[config.mk]
export PLATFORM = sky130hd
export DESIGN_NAME = red_pitaya_mux_seq
export DESIGN_NICKNAME = d
export VERILOG_FILES = /design/src/rtl/red_pitaya_mux_seq.sv
export SDC_FILE = /design/constraint.sdc
export NUM_CORES = 1
export LEC_CHECK = 0
export CORE_MARGIN = 2
export CORE_UTILIZATION = 30
export CTS_CLUSTER_DIAMETER = 40
export DETAILED_ROUTE_END_ITERATION = 16
export MAX_ROUTING_LAYER = met4
export SYNTH_ARGS = -nofsm -noshare
export SYNTH_HDL_FRONTEND = slang
export SYNTH_SLANG_ARGS = --single-unit
[constraint.sdc]
create_clock -name adc_clk_i -period 5.7 [get_ports adc_clk_i]
set_input_delay 0.855 -clock adc_clk_i [delete_from_list [all_inputs] [get_ports adc_clk_i]]
set_output_delay 0.855 -clock adc_clk_i [all_outputs]
set_load 0.005 [all_outputs]
[src/rtl/red_pitaya_mux_seq.sv]
// ---------------------------------------------------------------------------
// red_pitaya_mux_seq
//
// Steps an external analog multiplexer through any subset of NCH channels.
// Each selected channel first waits settle_cycles_i cycles for the analog
// path to settle. It is then flagged stable for max(dwell_cycles_i,1)
// cycles before the sequencer moves to the next active channel. A one-cycle
// scan_done_o pulse marks the last stable cycle of the highest active
// channel, which lets downstream sorting logic align per-channel samples.
//
// Ports:
//   adc_clk_i          ADC clock
//   adc_rst_i          asynchronous, active-high reset
//   enable_i           run sequencer; low returns to IDLE
//   active_channels_i  channel mask, bit k includes channel k in the scan
//   settle_cycles_i    cycles after an address change before stable
//   dwell_cycles_i     cycles stable is held per channel (0 acts as 1)
//   mux_addr_o         selected channel index
//   signal_stable_o    high while the selected channel is settled
//   scan_done_o        one-cycle pulse at the end of each full scan
//   mux_en_o           mux enable
//
// Optional feature macro: MUX_SEQ_BREAK_BEFORE_MAKE_EN
//   When defined, mux_en_o drops for one cycle before every address change
//   (break-before-make). This adds one cycle to each channel period.
//   When undefined, mux_en_o is tied high.
// ---------------------------------------------------------------------------
module red_pitaya_mux_seq #(
   parameter int NCH = 8,
   parameter int AW  = 3,
   parameter int TW  = 16
) (
   input  logic           adc_clk_i,
   input  logic           adc_rst_i,
   input  logic           enable_i,
   input  logic [NCH-1:0] active_channels_i,
   input  logic [TW-1:0]  settle_cycles_i,
   input  logic [TW-1:0]  dwell_cycles_i,
   output logic [AW-1:0]  mux_addr_o,
   output logic           signal_stable_o,
   output logic           scan_done_o,
   output logic           mux_en_o
);

   // GAP is the break-before-make cycle; it is only reachable when the
   // optional feature is compiled in.
   typedef enum logic [1:0] {IDLE, SETTLE, DWELL, GAP} state_t;

   state_t        state;
   logic [TW-1:0] settle_cnt;
   logic [TW-1:0] dwell_cnt;

   logic          mask_nz;
   logic          cur_active;
   logic          cur_wraps;
   logic [AW-1:0] lowest_ch;
   logic [AW-1:0] next_ch;
   logic [AW-1:0] start_addr;
   logic [TW-1:0] dwell_eff;
   logic          start_done;
   logic          go_idle;
   logic          begin_switch;
   logic          apply_now;

`ifdef MUX_SEQ_BREAK_BEFORE_MAKE_EN
   logic [AW-1:0] pending_addr;
`endif

   // Lowest set bit of the mask, or 0 when the mask is empty.
   function automatic logic [AW-1:0] lowest_set(input logic [NCH-1:0] m);
      logic [AW-1:0] r;
      r = '0;
      for (int k = NCH - 1; k >= 0; k--)
         if (m[k]) r = AW'(k);
      return r;
   endfunction

   // True when some mask bit strictly above cur is set.
   function automatic logic has_above(input logic [NCH-1:0] m, input logic [AW-1:0] cur);
      logic r;
      r = 1'b0;
      for (int k = 0; k < NCH; k++)
         if (m[k] && (k > int'(cur))) r = 1'b1;
      return r;
   endfunction

   // Mask bit test that never indexes beyond NCH.
   function automatic logic bit_set(input logic [NCH-1:0] m, input logic [AW-1:0] cur);
      logic r;
      r = 1'b0;
      for (int k = 0; k < NCH; k++)
         if (m[k] && (k == int'(cur))) r = 1'b1;
      return r;
   endfunction

   // Lowest set bit strictly above cur, wrapping to the lowest set bit.
   function automatic logic [AW-1:0] next_set(input logic [NCH-1:0] m, input logic [AW-1:0] cur);
      logic [AW-1:0] r;
      logic          found;
      r     = lowest_set(m);
      found = 1'b0;
      for (int k = 0; k < NCH; k++) begin
         if (!found && m[k] && (k > int'(cur))) begin
            r     = AW'(k);
            found = 1'b1;
         end
      end
      return r;
   endfunction

   // Channel selection and sequencing decisions for the current cycle. The
   // mask is looked at live, so a switch always picks its target from the
   // mask as it stands at that edge. A channel whose bit disappears aborts
   // its phase immediately.
   always_comb begin
      mask_nz    = |active_channels_i;
      cur_active = bit_set(active_channels_i, mux_addr_o);
      cur_wraps  = !has_above(active_channels_i, mux_addr_o);
      lowest_ch  = lowest_set(active_channels_i);
      next_ch    = next_set(active_channels_i, mux_addr_o);
      dwell_eff  = (dwell_cycles_i == '0) ? TW'(1) : dwell_cycles_i;
      go_idle    = !enable_i || !mask_nz;

      begin_switch = (state == IDLE) ||
                     (((state == SETTLE) || (state == DWELL)) && !cur_active) ||
                     ((state == DWELL) && (dwell_cnt == TW'(1)));

`ifdef MUX_SEQ_BREAK_BEFORE_MAKE_EN
      start_addr = pending_addr;
      apply_now  = (state == GAP);
`else
      start_addr = (state == IDLE) ? lowest_ch : next_ch;
      apply_now  = begin_switch;
`endif

      // With zero settle and single-cycle dwell, the first cycle on the new
      // channel is already its last stable cycle. The scan pulse must then
      // be raised on the same edge that applies the address.
      start_done = (settle_cycles_i == '0) && (dwell_eff == TW'(1)) &&
                   !has_above(active_channels_i, start_addr);
   end

`ifndef MUX_SEQ_BREAK_BEFORE_MAKE_EN
   assign mux_en_o = 1'b1;
`endif

   // Main sequencer. All outputs are registered here. The scan pulse is
   // raised on the edge that enters the last stable cycle, so it lines up
   // with that cycle rather than following it.
   always_ff @(posedge adc_clk_i or posedge adc_rst_i) begin
      if (adc_rst_i) begin
         state           <= IDLE;
         mux_addr_o      <= '0;
         signal_stable_o <= 1'b0;
         scan_done_o     <= 1'b0;
         settle_cnt      <= '0;
         dwell_cnt       <= '0;
`ifdef MUX_SEQ_BREAK_BEFORE_MAKE_EN
         mux_en_o        <= 1'b1;
         pending_addr    <= '0;
`endif
      end else begin
         scan_done_o <= 1'b0;
         if (go_idle) begin
            state           <= IDLE;
            signal_stable_o <= 1'b0;
`ifdef MUX_SEQ_BREAK_BEFORE_MAKE_EN
            mux_en_o        <= 1'b1;
`endif
         end else if (apply_now) begin
            mux_addr_o <= start_addr;
`ifdef MUX_SEQ_BREAK_BEFORE_MAKE_EN
            mux_en_o   <= 1'b1;
`endif
            if (settle_cycles_i == '0) begin
               state           <= DWELL;
               signal_stable_o <= 1'b1;
               dwell_cnt       <= dwell_eff;
               scan_done_o     <= start_done;
            end else begin
               state           <= SETTLE;
               signal_stable_o <= 1'b0;
               settle_cnt      <= settle_cycles_i;
            end
`ifdef MUX_SEQ_BREAK_BEFORE_MAKE_EN
         end else if (begin_switch) begin
            pending_addr    <= (state == IDLE) ? lowest_ch : next_ch;
            mux_en_o        <= 1'b0;
            signal_stable_o <= 1'b0;
            state           <= GAP;
`endif
         end else if (state == SETTLE) begin
            if (settle_cnt == TW'(1)) begin
               state           <= DWELL;
               signal_stable_o <= 1'b1;
               dwell_cnt       <= dwell_eff;
               scan_done_o     <= (dwell_eff == TW'(1)) && cur_wraps;
            end else begin
               settle_cnt <= settle_cnt - TW'(1);
            end
         end else if (state == DWELL) begin
            dwell_cnt   <= dwell_cnt - TW'(1);
            scan_done_o <= (dwell_cnt == TW'(2)) && cur_wraps;
         end
      end
   end

endmodule
Word level (Yosys, flattened, before mapping)
Cells that the tools add are included.

Bits in registers: 39. Input bits: 43. Output and inout bits: 6.

$add $sub $neg: 2. Order comparisons: 14. Equality and inequality tests: 17. Muxes and demuxes: 69. Bitwise logic cells: 1. Reductions and logical operators: 68.

Operators with widths (count): $mux W16 (10); $eq A16 B1 Y1 const B (3); $mux W3 (16); $logic_and A1 B1 Y1 (40); $mux W1 (38); $logic_not A16 Y1 (2); $sub A16 B1 Y16 const B (2); $gt A3 B3 Y1 const A (8); $eq A16 B2 Y1 const B (1); $eq A3 B3 Y1 const A (4); $gt A2 B3 Y1 const A (4); $logic_not A1 Y1 (11); $mux W2 (5); $reduce_bool A3 Y1 (3); $reduce_and A4 Y1 (2); $reduce_or A8 Y1 (1); $eq A2 B3 Y1 const A (2); $gt A1 B3 Y1 const A (2); $logic_or A1 B1 Y1 (4); $ne A2 B2 Y1 const B (2); $reduce_and A2 Y1 (2); $eq A1 B3 Y1 const A (1); $logic_not A3 Y1 (1); $ne A3 B2 Y1 const B (1); other kinds (6) (6).

Depth between registers and ports, before layout
Gate-level depths: netlist (run 1).

Depth after elaboration: 42. Depth in mapped cells: 11.

Worst setup path after synthesis (run 1)
Ideal clock, no wire load.

Path kind: in2reg. From: input active_channels_i[2]. To: register dwell_cnt[10]. Arrival time: 2.584 ns. Data required time: 5.579 ns. Setup slack: 2.995 ns. Cell stages on the path: 8. Buffers on the path: 2. Cells stage by stage: buf_2 > mux4_2 > o22ai_2 > a311o_1 > nand2_4 > and3_1 > buf_2 > a22o_1.

Word-level cells in the longest chain between the ends: 13. Elaborated cells on any way between the ends: 20. Those cells by class: 2 x eq/ne; 7 x mux; 1 x bitwise; 10 x reduce/logical.

RTL lines: from (decl) (line 36) `input logic [NCH-1:0] active_channels_i,`; $logic_and A1 B1 Y1 (line 92) `if (m[k] && (k == int'(cur))) r = 1'b1;`; $mux W1 (6 in a row) (line 92); $logic_not A1 Y1 (line 125) `(((state == SETTLE) || (state == DWELL)) && !cur_active) ||`; $logic_and A1 B1 Y1 (line 125); $logic_or A1 B1 Y1 (line 124) `begin_switch = (state == IDLE) ||`; $logic_or A1 B1 Y1 (line 125); $ne A3 B2 Y1 (no source line) (tied with other cells); $reduce_and A4 Y1 (no source line); to (signal assigned) (line 178) `dwell_cnt <= dwell_eff;`; to (signal assigned) (line 196) `dwell_cnt <= dwell_eff;`; to (signal assigned) (line 202) `dwell_cnt <= dwell_cnt - TW'(1);`; to (decl) (line 51) `logic [TW-1:0] dwell_cnt;`.

Parallel ways exist; a longest one is shown, timed or not. A chain may end at the register's enable or synchronous reset.

Worst setup path after layout (run 1)
From: input active_channels_i[2]. To: register dwell_cnt[12].

Same word-level chain as after synthesis.

==> results list, run 1 <==
- The flow ran to the end, and the final reports show no timing, DRC or antenna violations.
* Final wirelength: 8500 µm
- TritonCTS built the clock tree.
- In the post-synthesis netlist, the biggest area contributors are dfrtp_1 32%, o21ai_0 6.9%, a21oi_1 6.0%.
* Required time of the critical path: 5880 ps
* Total clock sinks: 38
* Warnings, synthesis: 0
- Worst setup skew after layout: 13.5 ps
- Die extent in y: 104 µm
- After routing, the total negative slack on setup checks comes to 0 ps.
* Hold bufs inserted after CTS: 0
* Final Hold Fails: 0
- A synthesized cell averages 7.86 µm².
- Count of placed standard cells in the final layout, fillers left out: 549
* Global-route usage over all layers: 0.161
- Relative to the synthesized area, the layout overhead comes to 21.3%.
- During placement, the flow inserted port buffers numbering 47.
* Total standard cell area after synthesis: 0.00299 mm²
- CTS built an H-tree with a depth of 2.
* Largest area contributor in the synthesized netlist: dfrtp_1
* Post-DP HPWL: 6270 µm
- Wire length of the first global-routing pass: 14300 µm
- Setup repair after global routing left no endpoint under its margin.
* Flip-flop cell with the highest count after synthesis: dfrtp_1
* ANT cells: 0
- The die covers 0.0108 mm².
* Fraction of final layout cells with drive strength greater than 1: 0.0529
* Fraction of registers with async set or reset after synthesis: 1.00
- Class of the tightest hold or removal check: reg -> reg
- Once detail routing completed, the nets flagged for antenna violations numbered 0.
* Via density per instance: 5.59
- Largest stage delay on the critical path: 680 ps
* Net Count, Synth: 432
* Num CTS Buffers: 5
- Number of gates resized after CTS: 0
- Buffers added to address setup during post-CTS repair amount to 0.
- After filler insertion, the fill cell instance count of the layout stands at 1035.
* DRC viols: 0
- Summed over all cells, the static leakage comes to 1.36 nW.
- Detailed-router iteration count before antenna repair: 4
* Final setup violation count: 0
- Vias in the first global route: 2982
- The routed layout has 3071 vias.
* Number of enable flip-flop cells after synthesis: 0
* Sequential element share of the synthesized area: 0.318
- Largest fanout on the critical path: 28
* Portion of the clock cycle consumed by the worst path in the final layout: 0.659
- On the critical path, the stage with the largest delay is an instance of nand2b_1.
- By startpoint and endpoint, the worst setup path is classified as in -> reg.
- In this run the core area contains 36 standard-cell rows.
- Cell count after placement: 541
- Share of the synthesized area in the top cell type: 0.318
- Number of instances in the synthesized netlist: 381
* Arrival time of the worst setup path: 3940 ps
* Total of flip-flops plus latches after synthesis: 38
* Max Transition Viols Final: 0
- CTS max path bufs: 2
- Headroom to the max-slew limit came out at 0.343.
* GRT Residual Overflow: 0
- Total Nets Final: 466
- Actual slew at the worst max-slew pin: 985 ps
* Clock edge transition at the registers on the reported setup and hold paths: 60 ps
* Post-DR wirelength/cell: 15.5 µm
* Commonest cells in the synthesized netlist: 41 x o21ai_0, 38 x dfrtp_1, 36 x a21oi_1
* Crit path launch type: primary input
- Initial standard-cell utilization of the core: 0.308
* Library cell with the highest instance count after synthesis: o21ai_0
- Number of DRC violations after detailed-routing iteration 0: 159
- The congestion estimate from routability-driven global placement came to 0.855.
* Die extent in x: 104 µm
- Pin placement for this block handled 49 I/O pins.
- Entering global routing, the biggest net connects 39 pins.
- Clk Latency, worst-skew pair: 290 ps
- Count of different cell masters after synthesis: 61
- The signal on the critical path passes through clkdlybuf4s50_1 -> mux4_2 -> o22ai_2 -> a311oi_4 -> nand2b_1 -> nor4_1 -> a21oi_1 -> o2bb2ai_1.
- F_max: 266 MHz
- Total of max-cap violations: 0
* CP endpoint kind: flip-flop
- Final critical delay including setup and external delays: 3760 ps
* Largest vdd supply drop: 177 µV
* Antenna violations before repair: 0
- Dividing total power by cell area gives a power density of 506 mW/mm².
- Worst hold slack after final layout: 524 ps
- Clock tree synthesis selected as its root buffer the cell clkbuf_8.
* Floorplan Core Area: 0.00973 mm²
[path summary, 6_finish.rpt]
kind                                 startpoint            end  slack, ps  cells after the start
setup / recovery           active_channels_i[2]  dwell_cnt[12]       1940                      8
hold / removal                    settle_cnt[5]  settle_cnt[5]        520                      2
setup reg to reg                  mux_addr_o[1]  dwell_cnt[15]       2390                      7
hold reg to reg                   settle_cnt[5]  settle_cnt[5]        520                      2
max in group asynchronous             adc_rst_i  settle_cnt[2]       4360                      3
min in group asynchronous             adc_rst_i   dwell_cnt[8]        980                      3
[placed cells by master (no fill, tap or decap), drive strengths merged, types with 4 or more instances in the layout]
master          n
nor3           18
dfrtp          38
nor2           30
inv            17
o311ai          7
and3            6
nand3          19
o21ai          41
o211ai          4
o22ai           8
or3             5
a21boi          4
nand2b          7
clkdlybuf4s50  47
a31oi           6
ha              8
nand4           4
nand2          34
clkbuf          7
a21oi          37
nor4           17
[sequential cells by signal (all words and copies together) (netlist names)]
register	flops
signal_stable_o	1
mux_addr_o	3
scan_done_o	1
settle_cnt	16
dwell_cnt	16
state	1
[power breakdown]
| group | leakage, nW | switching (mW) | internal (mW) | total (mW) |
|---|---|---|---|---|
| combinational | 0.852 | 0.624 | 0.412 | 1.04 |
| clock | 0.0524 | 0.0958 | 0.131 | 0.227 |
| sequential | 0.452 | 0.173 | 0.402 | 0.575 |
| total | 1.36 | 0.893 | 0.945 | 1.84 |
[stage by stage]
stage               worst slack [ps]  power (mW)  cell area [µm²]  utilization
floorplan                       3000        1.37             2990            -
global placement                1760        1.58             3520        0.362
detailed placement              1690        1.61             3520        0.362
CTS                             1970        1.84             3630        0.373
global route                    1720        2.00             3630        0.373
finish                          1940        1.84             3630        0.373
[cells by family after synthesis]
| kind of cell | after synthesis | share of synthesized area |
|---|---|---|
| other | 1 | 0.00125 |
| muxes | 3 | 0.0184 |
| buffers and inverters | 39 | 0.0619 |
| adders and majority gates | 8 | 0.0334 |
| DFF | 38 | 0.318 |
| and+or+nand+nor | 155 | 0.271 |
| AOI/OAI and AO/OA | 137 | 0.296 |
[area by class of cell]
cell class / count / area, µm² / share of cell area
multi-input cells: 304 / 1860 / 0.512
flip-flops and latches: 38 / 951 / 0.262
repair buffers: 49 / 485 / 0.134
well taps: 133 / 166 / 0.0458
clock buffers: 7 / 76.3 / 0.0210
inverters: 17 / 63.8 / 0.0176
clock inverters: 1 / 30.0 / 0.00827
[routing by layer]
layer  global-route usage  up-vias  share of wire
met5                    -        -              0
met4               0.0347        0         0.0056
met2                0.261       76           0.48
met1                0.216     1486           0.48
li1                     -     1505              -
met3               0.0213        4          0.039
[critical path: cells and delay by family]
family | cells | cell delay [ps]
and+or+nand+nor | 2 | 1150
AOI/OAI and AO/OA | 4 | 980
buffers and inverters | 1 | 650
muxes | 1 | 320
No activity file was read; power rests on OpenSTA's default activity.
==> run 2: changes to the inputs <==
clock period = 3 ns   (was 5.7 ns; I/O delays follow)
==> run 2 against run 1 <==
Effect of this change: clock-buffer cell count shrank 2; total power grew 100%; wire length grew 1.4%; final area grew 5.2%; critical endpoint is now dwell_cnt[10].
==> results list, run 2 (synthesized netlist as in run 1, its figures left out) <==
- Derived from the worst setup path, the maximum achievable clock frequency is 379 MHz.
- Final critical delay including setup and external delays: 2640 ps
- Final worst slack: 360 ps
- Count of placed standard cells in the final layout, fillers left out: 570
- 49 I/O pins were placed.
* Most common library cell in the layout ignoring fill and taps: clkdlybuf4s50_1
- Max Transition Viols Final: 0
* Power Dens Cells: 971 mW/mm²
- Vias post-DR: 3138
- The worst hold path terminates at dwell_cnt[10].
* Buffers inserted by post-CTS timing repair: 0
- The endpoint identified for the worst register-to-register timing path is dwell_cnt[10].
* Clock edge transition at the registers on the reported setup and hold paths: 90 ps
- Of the total power, the share spent switching nets is 0.473.
* Largest fanout on the critical path: 11
- For flop-to-flop paths, the worst setup slack is 360 ps.
* Setup_tns: 0 ps
- Final Hold Fails: 0
- Dividing the detail-routed via count by the number of cells gives 5.51.
- The floorplan has 36 rows.
* First element of the critical path: settle_cnt[6]
- Post-DP HPWL: 6480 µm
- Largest vdd supply drop: 393 µV
- GRT Residual Overflow: 0
- Num CTS Buffers: 5
* Power Internal: 1.96 mW
* Startpoint-to-endpoint class of the critical path: reg -> reg
- At the pin with the least slew margin, the transition time is 923 ps.
* Top Registers: dwell_cnt: 16 flops, settle_cnt: 16 flops, mux_addr_o: 3 flops
- Clock Power Share: 0.121
* Count of input and output buffers: 47
- Top library cells by usage in the layout, fill and taps aside: 47 x clkdlybuf4s50_1, 41 x o21ai_0, 38 x dfrtp_1
- STA classifies the critical path endpoint as a flip-flop.
- Required time of the critical path: 3200 ps
* Class of the tightest hold or removal check: reg -> reg
- Along the worst hold path, the cell count comes to 1.
* Power spent charging and discharging nets: 1.75 mW
- The detail route stage leaves a number of antenna-violating nets equal to 0.
* Fill cell total of the finished layout: 1015
- The worst register-to-register path begins at settle_cnt[6].
- Antenna violations before repair: 0
- After detailed routing, the number of remaining DRC violations is 0.
* Portion of the clock cycle consumed by the worst path in the final layout: 0.880
* Die extent in x: 104 µm
- Buffers inserted to repair hold after CTS numbered 0.
- Total power draw: 3.71 mW
* Reg2Reg Depth: 7
- Entering global routing, the biggest net connects 39 pins.
- The tree is rooted in a clkbuf_8.
- Place WS: 114 ps
- Count of H-tree levels built during CTS: 2
* Fraction of final layout cells with drive strength greater than 1: 0.103
* Die Area: 0.0108 mm²
- Worst setup skew after layout: 14.8 ps
* TritonCTS clock tree: built
* Total clock sinks: 38
- The share of total power dissipated in combinational logic is 0.597.
* Final RePlAce weighted congestion: 0.948
- Measured against its own limit, the worst slew margin works out to 0.377.
- In the final routed layout, each cell accounts on average for 15.1 µm.
- Sequential fraction of design power: 0.282
- Floorplan Core Area: 0.00973 mm²
- Vias in the first global route: 2935
- Final setup violation count: 0
* Number of gates resized after CTS: 0
* Wire length of the first global-routing pass: 14500 µm
- Arrival time of the worst setup path: 2840 ps
* Detailed-router iteration count before antenna repair: 5
- Clock latency on the worst-skew pair, taken at its later pin, is 300 ps.
- Total of max-cap violations: 0
- Cell count after placement: 562
* Crit path launch type: flip-flop
- CTS max path bufs: 2
- Total Nets Final: 487
* Outcome: finished, final reports clean
- The die is 104 µm tall.
- Final wirelength: 8630 µm
- Global-route usage over all layers: 0.165
- Initial standard-cell utilization of the core: 0.308
- RSZ-0062 raised after global routing: no
- 0 antenna diodes ended up in the layout.
- The first routing iteration left 249 violations.
* Cell leakage power: 1.47 nW
- Compared with the post-synthesis result, the final layout area differs by 27.6%.
- Hold Path Origin: dwell_cnt[10]
==> run 2: cell type report <==
| class | count | area [µm²] | share of cell area |
|---|---|---|---|
| clock buffer | 5 | 68.8 | 0.0180 |
| tap | 133 | 166 | 0.0436 |
| timing repair buffer | 70 | 668 | 0.175 |
| inverter | 17 | 63.8 | 0.0167 |
| multi-input combinational | 304 | 1860 | 0.486 |
| sequential | 38 | 951 | 0.249 |
| clock inverter | 3 | 45.0 | 0.0118 |
==> run 2: worst max path at each step <==
stage               endpoint  cells past startpoint
6_report       dwell_cnt[10]                      7
5_1_grt        dwell_cnt[10]                      7
4_1_cts        dwell_cnt[10]                      7
2_1_floorplan  dwell_cnt[10]                      8
3_5_place_dp   settle_cnt[9]                      8
3_3_place_gp   settle_cnt[9]                      8
==> run 2: power groups by stage <==
stage | clock network, mW | logic (mW) | registers, mW
6_report | 0.449 | 2.22 | 1.04
5_1_grt | 0.484 | 2.48 | 1.09
4_1_cts | 0.464 | 2.21 | 1.04
3_5_place_dp | 0 | 2.20 | 1.04
3_3_place_gp | 0 | 2.16 | 1.04
2_1_floorplan | 0 | 1.63 | 0.965
==> run 2: critical path: stages (launching register included) <==
cell and delay, ps:
dfrtp_1 470, or4_4 610, nor3_1 310, nand3_1 210, nand3_1 140, and3_1 400
o21ai_0 150, a22o_1 250
==> run 2: routing by layer <==
metal,vias to the layer above,wire [µm],track usage
met1,1461,4110,0.227
li1,1559,-,-
met2,113,4010,0.261
met4,0,43,0.0309
met3,5,458,0.0251
met5,-,0,-
==> run 2: metrics by stage <==
stage | hold WS (ps) | utilization | area [µm²]
final | 520 | 0.393 | 3820
after global placement | 492 | 0.381 | 3710
after detailed placement | 500 | 0.381 | 3710
after global routing | 553 | 0.393 | 3820
after CTS | 527 | 0.393 | 3820
after floorplan | 471 | - | 2990
